File: src/rtl/mul_share_ctrl_pkg.sv
// mul_share_defs: shared constants for the shared-multiplier controller.
//   OP_MULTU / OP_MULT : per-request operation encoding
//   DEF_*              : default geometry
//   BUSY_MAX           : saturation value of the stall counter
package mul_share_defs;
  localparam logic        OP_MULTU    = 1'b0;
  localparam logic        OP_MULT     = 1'b1;
  localparam int          DEF_WIDTH   = 32;
  localparam int          DEF_NUM_REQ = 4;
  localparam int          DEF_ID_W    = 2;
  localparam logic [15:0] BUSY_MAX    = 16'hFFFF;
endpackage

File: src/rtl/mul_share_ctrl_if.sv
// mul_share_ctrl_if: request/response bus of the shared multiplier.
//   req_*   : per-requester valid/ready handshake, operands are packed
//             [NUM_REQ][WIDTH] (slice i == bits [i*WIDTH +: WIDTH])
//   resp_*  : single result slot, valid/ready handshake
//   busy_cnt: saturating count of stalled result cycles
//   slave   : controller view, master: requesters + consumer view
interface mul_share_ctrl_if #(
  parameter int WIDTH   = 32,
  parameter int NUM_REQ = 4,
  parameter int ID_W    = 2
);
  logic [NUM_REQ-1:0]            req_valid;
  logic [NUM_REQ-1:0][WIDTH-1:0] req_opa;
  logic [NUM_REQ-1:0][WIDTH-1:0] req_opb;
  logic [NUM_REQ-1:0]            req_op;
  logic [NUM_REQ-1:0]            req_ready;
  logic                          resp_valid;
  logic                          resp_ready;
  logic [ID_W-1:0]               resp_id;
  logic [WIDTH-1:0]              resp_hi;
  logic [WIDTH-1:0]              resp_lo;
  logic [15:0]                   busy_cnt;

  modport slave (
    input  req_valid, req_opa, req_opb, req_op, resp_ready,
    output req_ready, resp_valid, resp_id, resp_hi, resp_lo, busy_cnt
  );

  modport master (
    output req_valid, req_opa, req_opb, req_op, resp_ready,
    input  req_ready, resp_valid, resp_id, resp_hi, resp_lo, busy_cnt
  );
endinterface

File: src/rtl/mul_share_ctrl_mul.sv
// mul: combinational WIDTH x WIDTH multiplier, MULTU / MULT.
//   i_a, i_b : operands
//   i_op     : 0 = unsigned, 1 = signed
//   o_hi/o_lo: upper / lower halves of the 2*WIDTH product
module mul
  import mul_share_defs::*;
#(
  parameter int WIDTH = DEF_WIDTH
) (
  input  logic [WIDTH-1:0] i_a,
  input  logic [WIDTH-1:0] i_b,
  input  logic             i_op,
  output logic [WIDTH-1:0] o_hi,
  output logic [WIDTH-1:0] o_lo
);
  logic             w_sa, w_sb;
  logic [2*WIDTH-1:0] w_ea, w_eb, w_p;

  // Extending straight to 2*WIDTH gives the low 2*WIDTH bits of the
  // (WIDTH+1)x(WIDTH+1) signed product with a plain modular multiply.
  assign w_sa = (i_op == OP_MULT) & i_a[WIDTH-1];
  assign w_sb = (i_op == OP_MULT) & i_b[WIDTH-1];
  assign w_ea = {{WIDTH{w_sa}}, i_a};
  assign w_eb = {{WIDTH{w_sb}}, i_b};
  assign w_p  = w_ea * w_eb;
  assign o_hi = w_p[2*WIDTH-1:WIDTH];
  assign o_lo = w_p[WIDTH-1:0];
endmodule

File: src/rtl/mul_share_ctrl_rr_arbiter.sv
// rr_arbiter: combinational round-robin arbiter.
//   i_req    : request vector
//   i_ptr    : highest-priority index this cycle
//   i_en     : grant enable (all grants forced low when 0)
//   o_gnt    : one-hot grant, o_gnt_id: its binary index, o_any: a grant exists
module rr_arbiter #(
  parameter int N  = 4,
  parameter int IW = (N > 1) ? $clog2(N) : 1
) (
  input  logic [N-1:0]  i_req,
  input  logic [IW-1:0] i_ptr,
  input  logic          i_en,
  output logic [N-1:0]  o_gnt,
  output logic [IW-1:0] o_gnt_id,
  output logic          o_any
);
  function automatic int wrap_idx(input int p, input int k);
    return (p + k) % N;
  endfunction

  // Scan ptr, ptr+1, ... modulo N; the first hit wins.
  always_comb begin
    o_gnt    = '0;
    o_gnt_id = '0;
    o_any    = 1'b0;
    if (i_en) begin
      for (int k = 0; k < N; k++) begin
        if (!o_any && i_req[wrap_idx(int'(i_ptr), k)]) begin
          o_gnt[wrap_idx(int'(i_ptr), k)] = 1'b1;
          o_gnt_id = IW'(wrap_idx(int'(i_ptr), k));
          o_any    = 1'b1;
        end
      end
    end
  end
endmodule

File: src/rtl/mul_share_ctrl.sv
// mul_share_ctrl: shares one combinational multiplier between NUM_REQ
// requesters with round-robin arbitration and a single registered
// result slot with backpressure.
//   clk, reset : clock, synchronous active-high reset
//   bus        : mul_share_ctrl_if.slave (requests, result slot, busy_cnt)
module mul_share_ctrl
  import mul_share_defs::*;
#(
  parameter int WIDTH   = DEF_WIDTH,
  parameter int NUM_REQ = DEF_NUM_REQ,
  parameter int ID_W    = DEF_ID_W
) (
  input  logic              clk,
  input  logic              reset,
  mul_share_ctrl_if.slave   bus
);
  logic [NUM_REQ-1:0] w_gnt;
  logic [ID_W-1:0]    w_gnt_id;
  logic               w_xfer;
  logic               w_slot_free;
  logic [WIDTH-1:0]   w_opa, w_opb, w_hi, w_lo;
  logic               w_op;

  logic               r_resp_valid;
  logic [ID_W-1:0]    r_resp_id;
  logic [WIDTH-1:0]   r_resp_hi, r_resp_lo;
  logic [15:0]        r_busy_cnt;
  logic [ID_W-1:0]    r_rr_ptr;

  assign w_slot_free = ~r_resp_valid | bus.resp_ready;

  // Grants are suppressed during reset so nothing is accepted and dropped.
  rr_arbiter #(.N(NUM_REQ), .IW(ID_W)) u_arb (
    .i_req    (bus.req_valid),
    .i_ptr    (r_rr_ptr),
    .i_en     (w_slot_free & ~reset),
    .o_gnt    (w_gnt),
    .o_gnt_id (w_gnt_id),
    .o_any    (w_xfer)
  );

  assign w_opa = bus.req_opa[w_gnt_id];
  assign w_opb = bus.req_opb[w_gnt_id];
  assign w_op  = bus.req_op[w_gnt_id];

  mul #(.WIDTH(WIDTH)) u_mul (
    .i_a  (w_opa),
    .i_b  (w_opb),
    .i_op (w_op),
    .o_hi (w_hi),
    .o_lo (w_lo)
  );

  always_ff @(posedge clk) begin
    if (reset) begin
      r_resp_valid <= 1'b0;
      r_resp_id    <= '0;
      r_resp_hi    <= '0;
      r_resp_lo    <= '0;
      r_busy_cnt   <= '0;
      r_rr_ptr     <= '0;
    end else begin
      // A grant implies the slot is free, so loading covers drain+reload.
      if (w_xfer) begin
        r_resp_valid <= 1'b1;
        r_resp_id    <= w_gnt_id;
        r_resp_hi    <= w_hi;
        r_resp_lo    <= w_lo;
        r_rr_ptr     <= (w_gnt_id == ID_W'(NUM_REQ - 1)) ? '0 : w_gnt_id + ID_W'(1);
      end else if (bus.resp_ready) begin
        r_resp_valid <= 1'b0;
      end
      if (r_resp_valid && !bus.resp_ready && r_busy_cnt != BUSY_MAX)
        r_busy_cnt <= r_busy_cnt + 16'd1;
    end
  end

  assign bus.req_ready  = w_gnt;
  assign bus.resp_valid = r_resp_valid;
  assign bus.resp_id    = r_resp_id;
  assign bus.resp_hi    = r_resp_hi;
  assign bus.resp_lo    = r_resp_lo;
  assign bus.busy_cnt   = r_busy_cnt;
endmodule

File: src/flat_wrapper.sv
// flat-port wrapper written by rule: the top's interface ports become plain ports
module mul_share_ctrl_flat import mul_share_defs::*;
#(
  parameter int WIDTH   = DEF_WIDTH,
  parameter int NUM_REQ = DEF_NUM_REQ,
  parameter int ID_W    = DEF_ID_W
)
  (clk, reset, bus_req_valid, bus_req_opa, bus_req_opb, bus_req_op, bus_resp_ready, bus_req_ready, bus_resp_valid, bus_resp_id, bus_resp_hi, bus_resp_lo, bus_busy_cnt);
  mul_share_ctrl_if #(.WIDTH(WIDTH), .NUM_REQ(NUM_REQ), .ID_W(ID_W)) bus_i ();
  input  logic clk;
  input  logic reset;
  input wire logic [$bits(bus_i.req_valid)-1:0] bus_req_valid;
  input wire logic [$bits(bus_i.req_opa)-1:0] bus_req_opa;
  input wire logic [$bits(bus_i.req_opb)-1:0] bus_req_opb;
  input wire logic [$bits(bus_i.req_op)-1:0] bus_req_op;
  input wire logic [$bits(bus_i.resp_ready)-1:0] bus_resp_ready;
  output wire logic [$bits(bus_i.req_ready)-1:0] bus_req_ready;
  output wire logic [$bits(bus_i.resp_valid)-1:0] bus_resp_valid;
  output wire logic [$bits(bus_i.resp_id)-1:0] bus_resp_id;
  output wire logic [$bits(bus_i.resp_hi)-1:0] bus_resp_hi;
  output wire logic [$bits(bus_i.resp_lo)-1:0] bus_resp_lo;
  output wire logic [$bits(bus_i.busy_cnt)-1:0] bus_busy_cnt;
  assign bus_i.req_valid = bus_req_valid;
  assign bus_i.req_opa = bus_req_opa;
  assign bus_i.req_opb = bus_req_opb;
  assign bus_i.req_op = bus_req_op;
  assign bus_i.resp_ready = bus_resp_ready;
  assign bus_req_ready = bus_i.req_ready;
  assign bus_resp_valid = bus_i.resp_valid;
  assign bus_resp_id = bus_i.resp_id;
  assign bus_resp_hi = bus_i.resp_hi;
  assign bus_resp_lo = bus_i.resp_lo;
  assign bus_busy_cnt = bus_i.busy_cnt;
  mul_share_ctrl #(.WIDTH(WIDTH), .NUM_REQ(NUM_REQ), .ID_W(ID_W)) u_core (.clk(clk), .reset(reset), .bus(bus_i));
endmodule
File: config.mk
export PLATFORM = sky130hd
export DESIGN_NAME = mul_share_ctrl_flat
export DESIGN_NICKNAME = d
export VERILOG_FILES = /design/src/rtl/mul_share_ctrl_pkg.sv /design/src/rtl/mul_share_ctrl_if.sv /design/src/rtl/mul_share_ctrl_mul.sv /design/src/rtl/mul_share_ctrl_rr_arbiter.sv /design/src/rtl/mul_share_ctrl.sv /design/src/flat_wrapper.sv
export SDC_FILE = /design/constraint.sdc
export NUM_CORES = 2
export LEC_CHECK = 0
export ABC_AREA = 1
export BUFFER_PORTS_ARGS = -buffer_cell sky130_fd_sc_hd__buf_2
export CELL_PAD_IN_SITES_DETAIL_PLACEMENT = 0
export CELL_PAD_IN_SITES_GLOBAL_PLACEMENT = 1
export CORE_MARGIN = 1
export CORE_UTILIZATION = 52
export DETAILED_ROUTE_END_ITERATION = 6
export GPL_ROUTABILITY_DRIVEN = 0
export GPL_TIMING_DRIVEN = 1
export MAX_ROUTING_LAYER = met4
export PLACE_DENSITY_LB_ADDON = 0.1
export SETUP_SLACK_MARGIN = 0.05
export SLEW_MARGIN = 40
export SYNTH_ARGS = -nofsm -noshare
export SYNTH_HDL_FRONTEND = slang
export SYNTH_SLANG_ARGS = --single-unit
File: constraint.sdc
create_clock -name clk -period 15.2 [get_ports clk]
set_input_delay 0.76 -clock clk [delete_from_list [all_inputs] [get_ports clk]]
set_output_delay 0.76 -clock clk [all_outputs]
set_load 0.01 [all_outputs]
# Word-level counts from Yosys, hierarchy flattened
# Cells that the tools add are included.
# word_totals
ramBits	0
inputBits	267
rom_bits	0
reg_bits	85
mem_count	0
latch_bits	0
output_inout_bits	87
wordCells	101
# classes
n_bitwise	12
n_addsub	5
n_reduce_logical	17
div_mod_pow	0
eq_ne	2
mux	49
magnitude_cmp	9
multipliers	1
n_shift	0
# op_table
operator	count
32-bit binary-select mux with 2-bit select	2
33-bit by 33-bit multiplier with 64-bit output	1
32-bit 2-to-1 mux	2
4-bit 2-to-1 mux	8
1-bit 2-to-1 mux	22
16-bit by 1-bit adder with 16-bit output (second input constant)	1
16-bit inequality test (second input constant)	1
3-bit by 4-bit less-than comparator with 1-bit output (second input constant)	3
2-bit 2-to-1 mux	6
4-bit OR	3
1-bit binary-select mux with 2-bit select	5
3-bit by 1-bit greater-or-equal comparator with 1-bit output (second input constant)	3
1-bit logical AND	9
1-bit demux with 2-bit select	4
2-bit by 3-bit less-than comparator with 1-bit output (second input constant)	2
2-bit OR reduction	3
2-bit by 1-bit adder with 2-bit output (second input constant)	2
2-bit adder (second input constant)	2
1-bit zero test	4
1-bit AND	3
1-bit AND (first input constant)	3
2-bit equality test (second input constant)	1
2-bit by 1-bit greater-or-equal comparator with 1-bit output (second input constant)	1
1-bit NOT	2
2 further kinds	2

# Logic depth before layout (Yosys ltp)
# depth
word_depth	21
mapped_depth	52
ltp_nobuf	48

# Modules after synthesis
# From an unflattened synthesis, not the netlist that was laid out.
# unflattened
hier_cells	5926
hier_area_um2	45351.0
# by_module_without_submodules
module	area_each_um2	instances	cells_per_inst
mul	39811.9	1	5017
mul_share_ctrl	5028.6	1	818
rr_arbiter	510.5	1	91

# Least setup slack after synthesis
# Ideal clock, no wire load.
# synth_timing
kind	register to register
start	register u_core.r_rr_ptr[1]
end	register u_core.r_resp_hi[19], in the netlist u_core.bus.resp_hi[19]
path_buffers	3
arrival_ns	8.901
setup_ns	0.114
setup_slack_ns	6.185
t_required_ns	15.086
path_stages_with_launch	48
path_cell_list	dfxtp_1 -> inv_1 -> ha_1 -> inv_1 -> nand3_1 -> nand2_1 -> a21oi_1 -> nand2_1 -> nand2_4 -> nand2_8 -> buf_6 -> buf_6 -> or2_1 -> a32oi_4 -> inv_2 -> buf_6 -> nand2_1 -> fa_1 -> (+12 left out) -> fa_1 -> inv_1 -> ha_1 -> nand2_1 -> inv_1 -> a21oi_1 -> inv_1 -> a21oi_1 -> o21ai_0 -> a21oi_1 -> inv_1 -> a21oi_1 -> nor2_1 -> nand2_1 -> nand2_1 -> or2_2 -> nand3_1 -> nand2_1
# synth_between
elab_chain_len	20
# synth_lines
item	line	text
start, declared	mul_share_ctrl.sv:28	logic [ID_W-1:0] r_rr_ptr;
start signal, assigned	mul_share_ctrl.sv:69	r_rr_ptr <= (w_gnt_id == ID_W'(NUM_REQ - 1)) ? '0 : w_gnt_id + ID_W'(1);
parallel branches: the longest is 20 deep, another holds 2-bit by 1-bit adder with 2-bit output	-	
end signal, assigned	mul_share_ctrl.sv:67	r_resp_hi <= w_hi;
end, declared	mul_share_ctrl.sv:26	logic [WIDTH-1:0] r_resp_hi, r_resp_lo;
# Several ways; the timed one is not identified. The select of a mux whose other input is x is not followed.
# A chain may end at the register's enable or synchronous reset.

# Worst setup path in the final report
# layout_timing
start	register u_core.r_rr_ptr[0]
end	register u_core.r_resp_hi[28], in the netlist u_core.bus.resp_hi[28]
# The elaborated chain is that of the path after synthesis.

==> results by group <==
Cells and area
  – Final layout net count: 7205
  – Leading cell type in the layout, fill and taps excluded: inv_1
  – Commonest non-fill, non-tap cells in the layout: inv_1 (1338), fa_1 (1125), nand2_1 (962)
  – Share of layout cells above drive strength 1: 11.86%
  – Area delta synth->final: 6.262%

Timing
  – Total Neg Setup Slack: 0 ns
  – Final worst setup slack: 2.162 ns
  – Slew @ Worst Pin: 0.9409 ns
  – Fin. Hold Viols: 0
  – Final worst-path cycle share: between 80% and 90%
  – Clock skew: ~0.0068 ns
  – Max Slew Vio Count: 0
  – Maximum clock rate: 76.70 MHz
  – RSZ-0062 raised after global routing: no
  – Final setup vio count: 0
  – Minimum clock period: 13.04 ns
  – Relative slew slack: a little under two fifths

Run
  – Max_cap viols: 0

Floorplanning
  – IO Count: ~350
  – Die Y: 294.5 um
  – DIE AREA: 86750 um^2
  – Num rows: 106
  – Core Box Area: 84220 um^2
  – Starting density of the core: between 50% and 60%
  – DIE WIDTH: 294.5 um

Placement
  – Detailed-placement wirelength estimate: between 100000 and 150000 um
  – Port bufs: ~350
  – Worst slack at placement: 2.536 ns

Critical path
  – Worst r2r src: u_core.r_rr_ptr[0]$_SDFFE_PP0P_
  – Critical R2R Capture: u_core.bus.resp_hi[28]$_SDFFE_PP0P_
  – Arrival time at the worst endpoint: 13.26 ns
  – CP max-delay cell: nand2_8
  – Top cell by count, worst path: fa_1
  – Flop2flop setup slack: between 2 and 2.5 ns
  – CP required: 15.42 ns
  – Critical path endpoint: u_core.bus.resp_hi[28]$_SDFFE_PP0P_
  – Reg2reg path depth: 38
  – Max incr delay on CP: roughly 0.81 ns
  – Number of cells on the critical path: 38
  – CP top delay family: adder cells
  – CP startpoint: u_core.r_rr_ptr[0]$_SDFFE_PP0P_
  – CP Capture Type: flop
  – Buf/Inv on CP: 9
  – Critical Path Fanout Max: 132
  – Startpoint types: flop
  – Type of the worst setup path: reg2reg

Detailed routing
  – Routed Antenna Nets: 0
  – DRC violations left: 0
  – Initial DRC Count: 2818
  – WL per Instance: 23.31 um
  – Avg Vias per Cell: 5.465
  – DRT Pass-1 Iters: 6
  – Via count: between 30k and 40k
  – Drt total wl: 157100 um

Status
  – Status: completed

Clock network
  – CTS Root Cell: clkbuf_16
  – Clock Latency Late Sink: 0.34 ns
  – # clock sinks: 85
  – Post-cts resize count: 0
  – Setup bufs post-CTS: 0
  – Inserted Clock Buffers: 9
  – CTS tree: yes
  – Cts hold-fix bufs: 0
  – Clock transition at the registers of the reported paths: 0.07 ns
  – Max H-tree Level: 3
  – Longest Clk Path Bufs: 2

Synthesis
  – Synth unique cells: 59
  – Synth Net Count: 7005
  – Ys Warns: 0
  – Sequential share of the synthesized area: under 10%
  – Post-synthesis cell count: 5392
  – Syn Area/Cell: 8.253 um^2
  – Post-Syn Area: 44500 um^2
  – #FFs+latches synth: 85

Min path
  – HP Class: reg2reg

GRT
  – GRT Overall Usage: 38.57%
  – Initial antenna violation count: 10
  – Largest net degree at the start of global routing: between 100 and 150
  – Grt total ovfl: 0
  – First-pass GRT wire length: ~240000 um
  – Number of global-route vias before repair: 38.30k
[sequential cells by signal, summed over array words and instances, names as in the netlist]
name,count
u_core.bus.busy_cnt,16
u_core.bus.resp_hi,32
u_core.bus.resp_id,2
u_core.bus.resp_lo,32
u_core.bus.resp_valid,1
u_core.r_rr_ptr,2
[cell families after synthesis]
family	count (synthesis)	synth area share, %
AOI/OAI and AO/OA	343	5.981
DFF	85	3.824
buffers and inverters	1641	14.83
xor gates and xnor gates	45	0.8857
adders and majority gates	1346	56.83
and+or+nand+nor	1932	17.66
[worst register-to-register path, delay by kind of cell, from the launching register on]
family          cells  cell delay [ns]
simple gates       16             3.41
flops               1             0.69
buf+inv             9             2.75
compound gates      3             0.68
fa+ha+maj          10             5.40
[layout make-up]
cell class,instances,area (um^2)
clock inverters,6,63.81
flip-flops and latches,85,1702
fillers,8010,36930
inverters,1407,5293
repair buffers,423,2293
diodes,9,22.52
well taps,1134,1419
multi-input cells,3666,36260
clock buffers,10,229.0
[stage by stage]
stage / instance area [um^2] / util [%] / hold slack (ns) / std cells
2_1_floorplan: 44500 / - / 0.4796 / 5392
3_3_place_gp: 46950 / 55.75 / 0.4525 / 6714
3_5_place_dp: 46970 / 55.77 / 0.4580 / 6715
4_1_cts: 47260 / 56.11 / 0.4700 / 6731
5_1_grt: 47280 / 56.14 / 0.4831 / 6739
6_report: 47290 / 56.15 / 0.4685 / 6740
[worst min path at each step]
| stage | start | to | cells after the start |
|---|---|---|---|
| after detailed placement | u_core.bus.busy_cnt[15]$_SDFFE_PP0P_ | u_core.bus.busy_cnt[15]$_SDFFE_PP0P_ | 2 |
| final | u_core.bus.resp_id[1]$_SDFFE_PP0P_ | u_core.bus.resp_id[1]$_SDFFE_PP0P_ | 2 |
| after global routing | u_core.bus.resp_lo[18]$_SDFFE_PP0P_ | u_core.bus.resp_lo[18]$_SDFFE_PP0P_ | 2 |
| after global placement | u_core.bus.resp_lo[4]$_SDFFE_PP0P_ | u_core.bus.resp_lo[4]$_SDFFE_PP0P_ | 2 |
| after CTS | u_core.bus.resp_id[1]$_SDFFE_PP0P_ | u_core.bus.resp_id[1]$_SDFFE_PP0P_ | 2 |
| after floorplan | u_core.bus.busy_cnt[15]$_SDFFE_PP0P_ | u_core.bus.busy_cnt[15]$_SDFFE_PP0P_ | 2 |
[routing by layer]
layer | up-vias | track usage [%] | wire, um | share of wire, %
met4 | 0 | 14.05 | 7317 | 4.7
met2 | 1683 | 61.43 | 74770 | 48
met3 | 318 | 9.411 | 15420 | 9.8
li1 | 15920 | - | - | -
met5 | - | - | 0 | 0
met1 | 18915 | 47.76 | 59640 | 38
[Yosys cell counts (all sizes together)]
cell     count  area share, %
clkbuf      39           0.33
a21boi       4          0.067
a21o        15           0.25
o21bai       9           0.15
or2        118            1.7
fa        1125             51
dfxtp       85            3.8
a32o         1          0.022
nor3        12           0.13
nand4        9           0.14
xor2        22           0.43
nand2      972            8.3
a32oi       60            2.4
nor2       693            5.9
o2111ai      1          0.020
a21oi      107            1.2
nand3b       6           0.11
o221a        1          0.025
nor3b        2          0.034
buf        195            2.6
clkinv       1         0.0084
a211oi       3          0.051
o221ai       2          0.039
nor4         8           0.11
o211ai       5          0.084
ha         221            6.2
and3         3          0.042
a31oi       20           0.28
a221oi       2          0.039
nand3      108            1.2
o31ai        2          0.034
a2111oi      1          0.020
xnor2       23           0.45
and2         1          0.014
inv       1406             12
o21ai      100            1.1
a31o         6           0.12
o21a         2          0.034
a22oi        2          0.034
Power is left out: the tool's default activity adds up to more than one toggle a clock period on the data nets, which glitch-free logic cannot reach.
